## src/rtl/carfield_domain_pwr_seq.sv

```systemverilog
// carfield_domain_pwr_seq
//
// Clock/reset/isolation sequencer for the Carfield clock domains. Each domain
// has a clock enable, an active-low reset and an isolation enable. Power-on and
// power-off follow a fixed order, with cycle counts you can set per request.
// After reset, a boot scan powers up the domains in DefaultOnMask, lowest
// index first.
//
// Ports:
//   clk_i, rst_ni     clock, asynchronous active-low reset
//   req_valid_i       request valid; held by the requester until accepted
//   req_ready_o       high only when idle
//   req_idx_i         target domain
//   req_on_i          1 = power on, 0 = power off
//   settle_cycles_i   clock-settle cycles S, latched on acceptance
//   hold_cycles_i     reset-hold cycles H, latched on acceptance
//   clk_en_o          per-domain clock enable
//   rst_no            per-domain reset, active low
//   iso_o             per-domain isolation, 1 = isolated
//   status_o          per-domain "fully on" (clk_en & rst_n & ~iso)
//   busy_o            sequencer not idle
//   done_o            one-cycle pulse when a request completes
//   done_idx_o        domain of the most recent done/err pulse
//   err_o             one-cycle pulse for an out-of-range request index
module carfield_domain_pwr_seq #(
    parameter int unsigned              NumDomains    = 4,
    parameter int unsigned              CntWidth      = 8,
    parameter logic [NumDomains-1:0]    DefaultOnMask = NumDomains'(1),
    parameter logic [CntWidth-1:0]      DefaultSettle = CntWidth'(8),
    parameter logic [CntWidth-1:0]      DefaultHold   = CntWidth'(4),
    parameter int unsigned              IdxWidth      = (NumDomains > 1) ? $clog2(NumDomains) : 1
) (
    input  logic                  clk_i,
    input  logic                  rst_ni,
    input  logic                  req_valid_i,
    output logic                  req_ready_o,
    input  logic [IdxWidth-1:0]   req_idx_i,
    input  logic                  req_on_i,
    input  logic [CntWidth-1:0]   settle_cycles_i,
    input  logic [CntWidth-1:0]   hold_cycles_i,
    output logic [NumDomains-1:0] clk_en_o,
    output logic [NumDomains-1:0] rst_no,
    output logic [NumDomains-1:0] iso_o,
    output logic [NumDomains-1:0] status_o,
    output logic                  busy_o,
    output logic                  done_o,
    output logic [IdxWidth-1:0]   done_idx_o,
    output logic                  err_o
);

    typedef enum logic [2:0] {
        StScan,
        StIdle,
        StOnClk,
        StOnRst,
        StOffIso,
        StOffRst
    } state_e;

    state_e                state;
    logic [CntWidth-1:0]   cnt;
    logic [CntWidth-1:0]   hold;
    logic [IdxWidth-1:0]   cur_idx;
    logic [NumDomains-1:0] pending;
    logic                  boot;
    logic [NumDomains-1:0] clk_en;
    logic [NumDomains-1:0] dom_rst_n;
    logic [NumDomains-1:0] iso;
    logic                  done;
    logic                  err;
    logic [IdxWidth-1:0]   done_idx;

    logic [NumDomains-1:0] dom_on;
    logic [NumDomains-1:0] dom_off;
    logic                  req_invalid;
    logic                  req_redundant;
    logic [IdxWidth-1:0]   scan_idx;

    assign dom_on  = clk_en & dom_rst_n & ~iso;
    assign dom_off = ~clk_en & ~dom_rst_n & iso;

    assign req_invalid   = (32'(req_idx_i) >= NumDomains);
    // Only meaningful when the index is in range; qualified by req_invalid below.
    assign req_redundant = req_on_i ? dom_on[req_idx_i] : dom_off[req_idx_i];

    // Lowest set bit of the boot-pending mask.
    always_comb begin
        scan_idx = '0;
        for (int i = int'(NumDomains) - 1; i >= 0; i--) begin
            if (pending[i]) begin
                scan_idx = IdxWidth'(i);
            end
        end
    end

    always_ff @(posedge clk_i or negedge rst_ni) begin
        if (!rst_ni) begin
            state     <= StScan;
            cnt       <= '0;
            hold      <= '0;
            cur_idx   <= '0;
            pending   <= DefaultOnMask;
            boot      <= 1'b0;
            clk_en    <= '0;
            dom_rst_n <= '0;
            iso       <= '1;
            done      <= 1'b0;
            err       <= 1'b0;
            done_idx  <= '0;
        end else begin
            done <= 1'b0;
            err  <= 1'b0;
            case (state)
                StScan: begin
                    if (pending == '0) begin
                        state <= StIdle;
                    end else begin
                        pending[scan_idx] <= 1'b0;
                        cur_idx           <= scan_idx;
                        boot              <= 1'b1;
                        clk_en[scan_idx]  <= 1'b1;
                        cnt               <= DefaultSettle;
                        hold              <= DefaultHold;
                        state             <= StOnClk;
                    end
                end
                StIdle: begin
                    if (req_valid_i) begin
                        boot <= 1'b0;
                        if (req_invalid) begin
                            err      <= 1'b1;
                            done_idx <= req_idx_i;
                        end else if (req_redundant) begin
                            done     <= 1'b1;
                            done_idx <= req_idx_i;
                        end else begin
                            cur_idx <= req_idx_i;
                            hold    <= hold_cycles_i;
                            if (req_on_i) begin
                                clk_en[req_idx_i] <= 1'b1;
                                cnt               <= settle_cycles_i;
                                state             <= StOnClk;
                            end else begin
                                iso[req_idx_i] <= 1'b1;
                                state          <= StOffIso;
                            end
                        end
                    end
                end
                StOnClk: begin
                    if (cnt == '0) begin
                        dom_rst_n[cur_idx] <= 1'b1;
                        cnt                <= hold;
                        state              <= StOnRst;
                    end else begin
                        cnt <= cnt - CntWidth'(1);
                    end
                end
                StOnRst: begin
                    if (cnt == '0) begin
                        iso[cur_idx] <= 1'b0;
                        // Boot power-ons go back to the scan and stay silent.
                        if (boot) begin
                            state <= StScan;
                        end else begin
                            done     <= 1'b1;
                            done_idx <= cur_idx;
                            state    <= StIdle;
                        end
                    end else begin
                        cnt <= cnt - CntWidth'(1);
                    end
                end
                StOffIso: begin
                    dom_rst_n[cur_idx] <= 1'b0;
                    cnt                <= hold;
                    state              <= StOffRst;
                end
                StOffRst: begin
                    if (cnt == '0) begin
                        clk_en[cur_idx] <= 1'b0;
                        done            <= 1'b1;
                        done_idx        <= cur_idx;
                        state           <= StIdle;
                    end else begin
                        cnt <= cnt - CntWidth'(1);
                    end
                end
                default: begin
                    state <= StScan;
                end
            endcase
        end
    end

    assign req_ready_o = (state == StIdle);
    assign busy_o      = (state != StIdle);
    assign clk_en_o    = clk_en;
    assign rst_no      = dom_rst_n;
    assign iso_o       = iso;
    assign status_o    = dom_on;
    assign done_o      = done;
    assign err_o       = err;
    assign done_idx_o  = done_idx;

endmodule

```

## config.mk

```make
export PLATFORM = sky130hd
export DESIGN_NAME = carfield_domain_pwr_seq
export DESIGN_NICKNAME = d
export VERILOG_FILES = /design/src/rtl/carfield_domain_pwr_seq.sv
export SDC_FILE = /design/constraint.sdc
export NUM_CORES = 1
export LEC_CHECK = 0
export ABC_CLOCK_PERIOD_IN_PS = 1900
export CORE_ASPECT_RATIO = 0.75
export CORE_MARGIN = 1.5
export CORE_UTILIZATION = 45
export CTS_CLUSTER_DIAMETER = 100
export DETAILED_ROUTE_END_ITERATION = 10
export PLACE_DENSITY = 0.71
export SLEW_MARGIN = 0
export SYNTH_ARGS = -nofsm -noshare
export SYNTH_HDL_FRONTEND = slang
export SYNTH_SLANG_ARGS = --single-unit
```

## constraint.sdc

```tcl
create_clock -name clk_i -period 1.9 [get_ports clk_i]
set_input_delay 0.57 -clock clk_i [delete_from_list [all_inputs] [get_ports clk_i]]
set_output_delay 0.57 -clock clk_i [all_outputs]
set_load 0.02 [all_outputs]
```

-- Word level (Yosys, flattened, before mapping)
Index checks and enable logic that the tools add are counted.
- bits of input ports: 22
- register bits: 41
- word-level logic and storage cells: 142
- $add $sub $neg: 1
- muxes and demuxes: 67
- $lt $le $gt $ge: 6
- reduce and logical (&&, ||, !) cells: 22
- bitwise logic cells: 18
- eq/ne operators: 17
- operator list (operator ; number):
    $mux W8 ; 9
    $mux W4 ; 10
    $pmux W8 S5 ; 1
    $and A4 B4 Y4 ; 8
    $mux W2 ; 13
    $not A4 Y4 ; 5
    $mux W3 ; 6
    $ne A2 B2 Y1 const B ; 9
    $pmux W3 S6 ; 1
    $reduce_and A6 Y1 ; 3
    $or A4 B4 Y4 ; 4
    $pmux W4 S2 ; 2
    $pmux W8 S2 ; 1
    $mux W1 ; 14
    $pmux W4 S3 ; 1
    $reduce_and A5 Y1 ; 2
    $lt A2 B3 Y1 const B ; 3
    $logic_not A8 Y1 ; 1
    $sub A8 B1 Y8 const B ; 1
    $demux W1 S2 ; 3
    $eq A3 B2 Y1 const B ; 2
    $eq A3 B3 Y1 const B ; 2
    $ge A2 B1 Y1 const B ; 3
    $pmux W2 S3 ; 1
    18 further kinds ; 26

-- Depth between registers and ports, before layout
- word-level depth: 11
- mapped depth: 9
- gate-level depth less buffers: 8

-- Worst setup path after synthesis
OpenSTA, ideal clock, no wires.
- kind: input to register
- start point: input req_idx_i[1]
- end point: register cur_idx[0]
- data arrival time: 2.012 ns
- setup time: 0.125 ns
- slack: -0.237 ns
- path buffers: 1
- stages: 7
- cell sequence: buf_6 -> or2_4 -> a21oi_1 -> a2111oi_4 -> nor3_4 -> nor2_8 -> mux2_4
- cells in the longest elaborated chain, start to end: 5
- elaborated cells between the ends (all ways): 7
- RTL lines (item ; line ; text):
    start: declaration ; 37 ; input logic [IdxWidth-1:0] req_idx_i,
    $bmux W1 S2 ; 84 ; assign req_redundant = req_on_i ? dom_on[req_idx_i] : dom_off[req_idx_i];
    $mux W1 (not written as such) ; 84 ;
    $mux W1 (*) ; 84 ;
    $ne A2 B2 Y1 (no line) (*) ; -- ;
    $reduce_and A4 Y1 (no line) (*) ; -- ;
    end signal: assignment ; 119 ; cur_idx <= scan_idx;
    end signal: assignment ; 137 ; cur_idx <= req_idx_i;
    end: declaration ; 63 ; logic [IdxWidth-1:0] cur_idx;
Mark *: on every way between the ends. The rest lies on a longest branch, timed or not. The select of a mux whose other input is x is not followed.
A chain may end at the register's enable or synchronous reset.

-- Final worst setup path
- start point: register iso[1], in the netlist iso_o[1]
- end point: register cnt[3]
- cells in the longest elaborated chain, start to end: 7
- elaborated cells between the ends (all ways): 10
- RTL lines (item ; line ; text):
    start: declaration ; 68 ; logic [NumDomains-1:0] iso;
    start signal: assignment ; 106 ; iso <= '1;
    start signal: indexed assignment ; 144 ; iso[req_idx_i] <= 1'b1;
    start signal: indexed assignment ; 161 ; iso[cur_idx] <= 1'b0;
    $not A4 Y4 ; 79 ; assign dom_on = clk_en & dom_rst_n & ~iso;
    $and A4 B4 Y4 ; 79 ;
    $bmux W1 S2 ; 84 ;
    $mux W1 (not written as such) ; 84 ;
    $mux W1 (*) ; 84 ;
    $ne A2 B2 Y1 (no line) (*) ; -- ;
    $reduce_and A6 Y1 (no line) (*) ; -- ;
    end signal: assignment ; 122 ; cnt <= DefaultSettle;
    end signal: assignment ; 141 ; cnt <= settle_cycles_i;
    end signal: assignment ; 153 ; cnt <= hold;
    end: declaration ; 61 ; logic [CntWidth-1:0] cnt;
Marks and branches as above.

==> impl_results.md <==
* Floorplan Core Area at 5350 um^2
* Number of rows created at floorplan at 23
* Unrepaired setup endpoints after global routing: true
* Post-route minimum period at 2130 ps
* Static leakage at 1.73 nW
* Critical Path RT at 2100 ps
* Clock Skew at 11.8 ps
* Initial DRC count at 405
* Cell with the largest stage delay on the worst path: sky130_fd_sc_hd__dfstp_2
* Max-slew violation count at 0
* Synth area leader: sky130_fd_sc_hd__dfrtp_1
* Async set-reset flop share out of synthesis at 100%
* First-pass GRT wire length at 12.7 mm
* RePlAce Congestion at 0.957
* DRC violation count after routing at 0
* Primary flip-flop cell chosen by synthesis mapping: sky130_fd_sc_hd__dfrtp_1
* Number of warnings issued by yosys at 0
* Arrival time worst endpoint at 2340 ps
* Final non-filler cell total at 463
* Vias in the first global route at 2533
* Number of placed I/O pins at 44
* Total Negative Setup Slacks at -3140 ps
* Critical Path Sink Type: register
* Final setup violation count at 31
* Largest delay contributor family on the critical path: compound AO/OA/AOI/OAI gates
* Achievable clock frequency at 469 MHz
* Number of buffer and inverter stages on the critical path at 1
* Antenna Nets Post-Route at 0
* Adder-cell area share of the yosys netlist at 0.499%
* Starting Density at 46.9%
* Net count of the mapped netlist at 295
* WL per Instance at 18.8 um
* Fraction of the mapped netlist area in compound gates at 29.1%
* ANT cells at 0
* Overall die height at 67.7 um
* Category of the critical setup timing path: register to register
* Minimum setup slack in the final design at -233 ps
* Detailed-routing iteration count for the pre-antenna-repair pass at 5
* Layout overhead on the synthesized area at 57.6%
* Port Buffers at 42
* Via-per-instance ratio at 6.10
* Final layout net count at 410
* Violations in the final reports: negative setup slack
* Htree depth at 2
* Global route total overflow at 0
* Post-synthesis share of cell area spent on xor and xnor gates at 0%
* Worst hold path type: input port to async pin
* Hold Vio Cnt, Final at 0
* Outcome: finished, violations left
* Gate Count Post-Synth at 272
* Placed wire-length estimate after detailed placement at 5.72 mm
* R2R cell count at 7
* Maximum ir drop on the vdd rail at 1010 uV
* Reg-to-reg slack, setup at -230 ps
* Start of the worst register-to-register path: iso_o[1]$_DFFE_PN1P_
* Clock-pin slew reported for the worst setup and hold paths after clock tree synthesis at 80 ps
* Clock latency on the worst-skew pair at 310 ps
* Global-route usage over all layers at 28.3%
* Largest stage delay, worst path at 540 ps
* Launching element type of the critical path: register
* Post-synthesis sequential area ratio at 41.1%
* Count of flip-flops with a built-in enable after synthesis at 0
* Share of layout cells above drive strength 1 at 42.8%
* Cell Area, Synth at 2510 um^2
* Critical Path Start: iso_o[1]$_DFFE_PN1P_
* Area fraction in and, or, nand and nor cells after synthesis at 21.7%
* Leading post-synthesis cells by cell area: sky130_fd_sc_hd__dfrtp_1 (36%), sky130_fd_sc_hd__o21ai_0 (6.4%), sky130_fd_sc_hd__dfstp_2 (5.2%)
* Initial antenna violation count at 0
* Clock tree from TritonCTS: built
* Max-cap viol count at 0
* Overall power after layout at 0.00606 W
* Placed Cells at 437
* Total via count in the routed design at 2823
* Register bit count reported by yosys at 41
* Critical Path Fanout Max at 6
* Proportion of synthesized area in mux cells at 2.99%
* Clock Sink Count at 41
* Number of clock buffers inserted by TritonCTS at 5
* Worst hold slack across all endpoints at 205 ps
* Critical-path cell list: and3b_2, o221ai_4, o211ai_1, a211oi_2, buf_4, o21ai_1, a22o_1
* Clock tree root buffer cell: sky130_fd_sc_hd__clkbuf_8
* Post-synthesis cell type count at 61
* Endpoint of the most critical register-to-register path: cnt[3]$_DFFE_PN0P_
* Fin crit share at 112%
* Full die area at 6040 um^2
* DIE WIDTH at 89.2 um
* Share of Yosys cell area claimed by the top area cell type at 35.9%
* Sum of routed wire length over all layers at 8.71 mm
* Maximum buffer depth of the clock tree at 2
* Largest family of logic cells by synthesized area: compound AO/OA/AOI/OAI gates
* Power density over the cells at 1530 nW/um^2
* Mean Syn Cell Area at 9.23 um^2
* Largest net degree at the start of global routing at 24
## state kept, by name, indices dropped and copies added, names as in the netlist, named ones only
signal and cells:
cnt 8, boot 1, done_idx_o 2, clk_en_o 4, iso_o 4, done_o 1
state 3, hold 8, cur_idx 2, pending 4
## cells in the final DEF, fill, tap and decap left out, types with 6 or more instances in the layout
cell type,instances
sky130_fd_sc_hd__clkdlybuf4s50_1,20
sky130_fd_sc_hd__dfrtp_1,36
sky130_fd_sc_hd__o21ai_1,7
sky130_fd_sc_hd__a22oi_1,6
sky130_fd_sc_hd__a21oi_1,11
sky130_fd_sc_hd__nor2_1,27
sky130_fd_sc_hd__dlygate4sd2_1,10
sky130_fd_sc_hd__o21ai_0,20
sky130_fd_sc_hd__nand2b_1,6
sky130_fd_sc_hd__inv_1,7
sky130_fd_sc_hd__o21ai_2,6
sky130_fd_sc_hd__clkbuf_8,6
sky130_fd_sc_hd__buf_6,13
sky130_fd_sc_hd__nand2_1,15
sky130_fd_sc_hd__a22o_1,12
sky130_fd_sc_hd__buf_4,65
## layout make-up
class | instances | area (um^2)
fillers | 369 | 1400
inverters | 10 | 37.5
repair buffers | 120 | 1040
well taps | 75 | 93.8
multi-input cells | 209 | 1630
clock buffers | 7 | 86.3
clock inverters | 1 | 30.0
flip-flops and latches | 41 | 1030
## logic make-up after synthesis
group	count (synthesis)
DFF	41
adders and majority gates	1
buffers and inverters	22
muxes	6
and+or+nand+nor	96
other	1
AOI/OAI and AO/OA	105
## metrics by stage
step | worst slack, ps | utilization, % | cell area [um^2]
5_1_grt | -273 | 73.9 | 3960
4_1_cts | -157 | 70.7 | 3790
3_5_place_dp | -741 | 64.3 | 3440
2_1_floorplan | -157 | - | 2530
6_report | -233 | 73.9 | 3960
3_3_place_gp | -667 | 64.3 | 3440
## worst max path at each step
stage                                      endpoint  cells past startpoint  slack, ps
final                            cnt[3]$_DFFE_PN0P_                      7       -230
after floorplan              cur_idx[0]$_DFFE_PN0P_                      6       -160
after global placement    done_idx_o[0]$_DFFE_PN0P_                      7       -670
after global routing             cnt[3]$_DFFE_PN0P_                      7       -270
after detailed placement  done_idx_o[0]$_DFFE_PN0P_                      7       -740
after CTS                 done_idx_o[0]$_DFFE_PN0P_                      7       -160
## timing repair
item / CTS / global route
buffers inserted: 12 / 6
hold buffers: 0 / 0
setup endpoints to repair: 48 / 37
resized for setup: 84 / 35
pin swaps: 26 / 11
gates cloned: 1 / 0
## Yosys cell counts, drive strengths merged, types with 2 or more instances
master	instances
mux2	6
a211oi	5
a31oi	3
nor2b	5
nor4	4
or2	2
o21a	2
a21oi	16
o22ai	3
a21o	2
or3	2
and3b	4
dfrtp	36
dfstp	5
nand2	18
a2bb2oi	6
nand3	4
a22o	12
clkbuf	7
inv	10
nor3	8
o21ai	33
buf	5
a221o	2
nand2b	7
o31ai	6
nor2	34
a22oi	6
## report_power, final
part           total, W  internal (W)  switching, W
clock network  0.000746      0.000429      0.000317
logic           0.00378       0.00181       0.00198
registers       0.00153       0.00121      0.000325
total           0.00606       0.00344       0.00262
## per-layer routing
metal	part of all wire [%]	wire, um	vias up	GRT usage [%]
met5	0.13	11	-	0
met4	2.8	244	2	8.27
met3	7.7	671	39	6.36
met2	44	3840	161	42.0
met1	45	3940	1374	41.2
li1	-	-	1247	-
No activity file was read; power rests on OpenSTA's default activity.
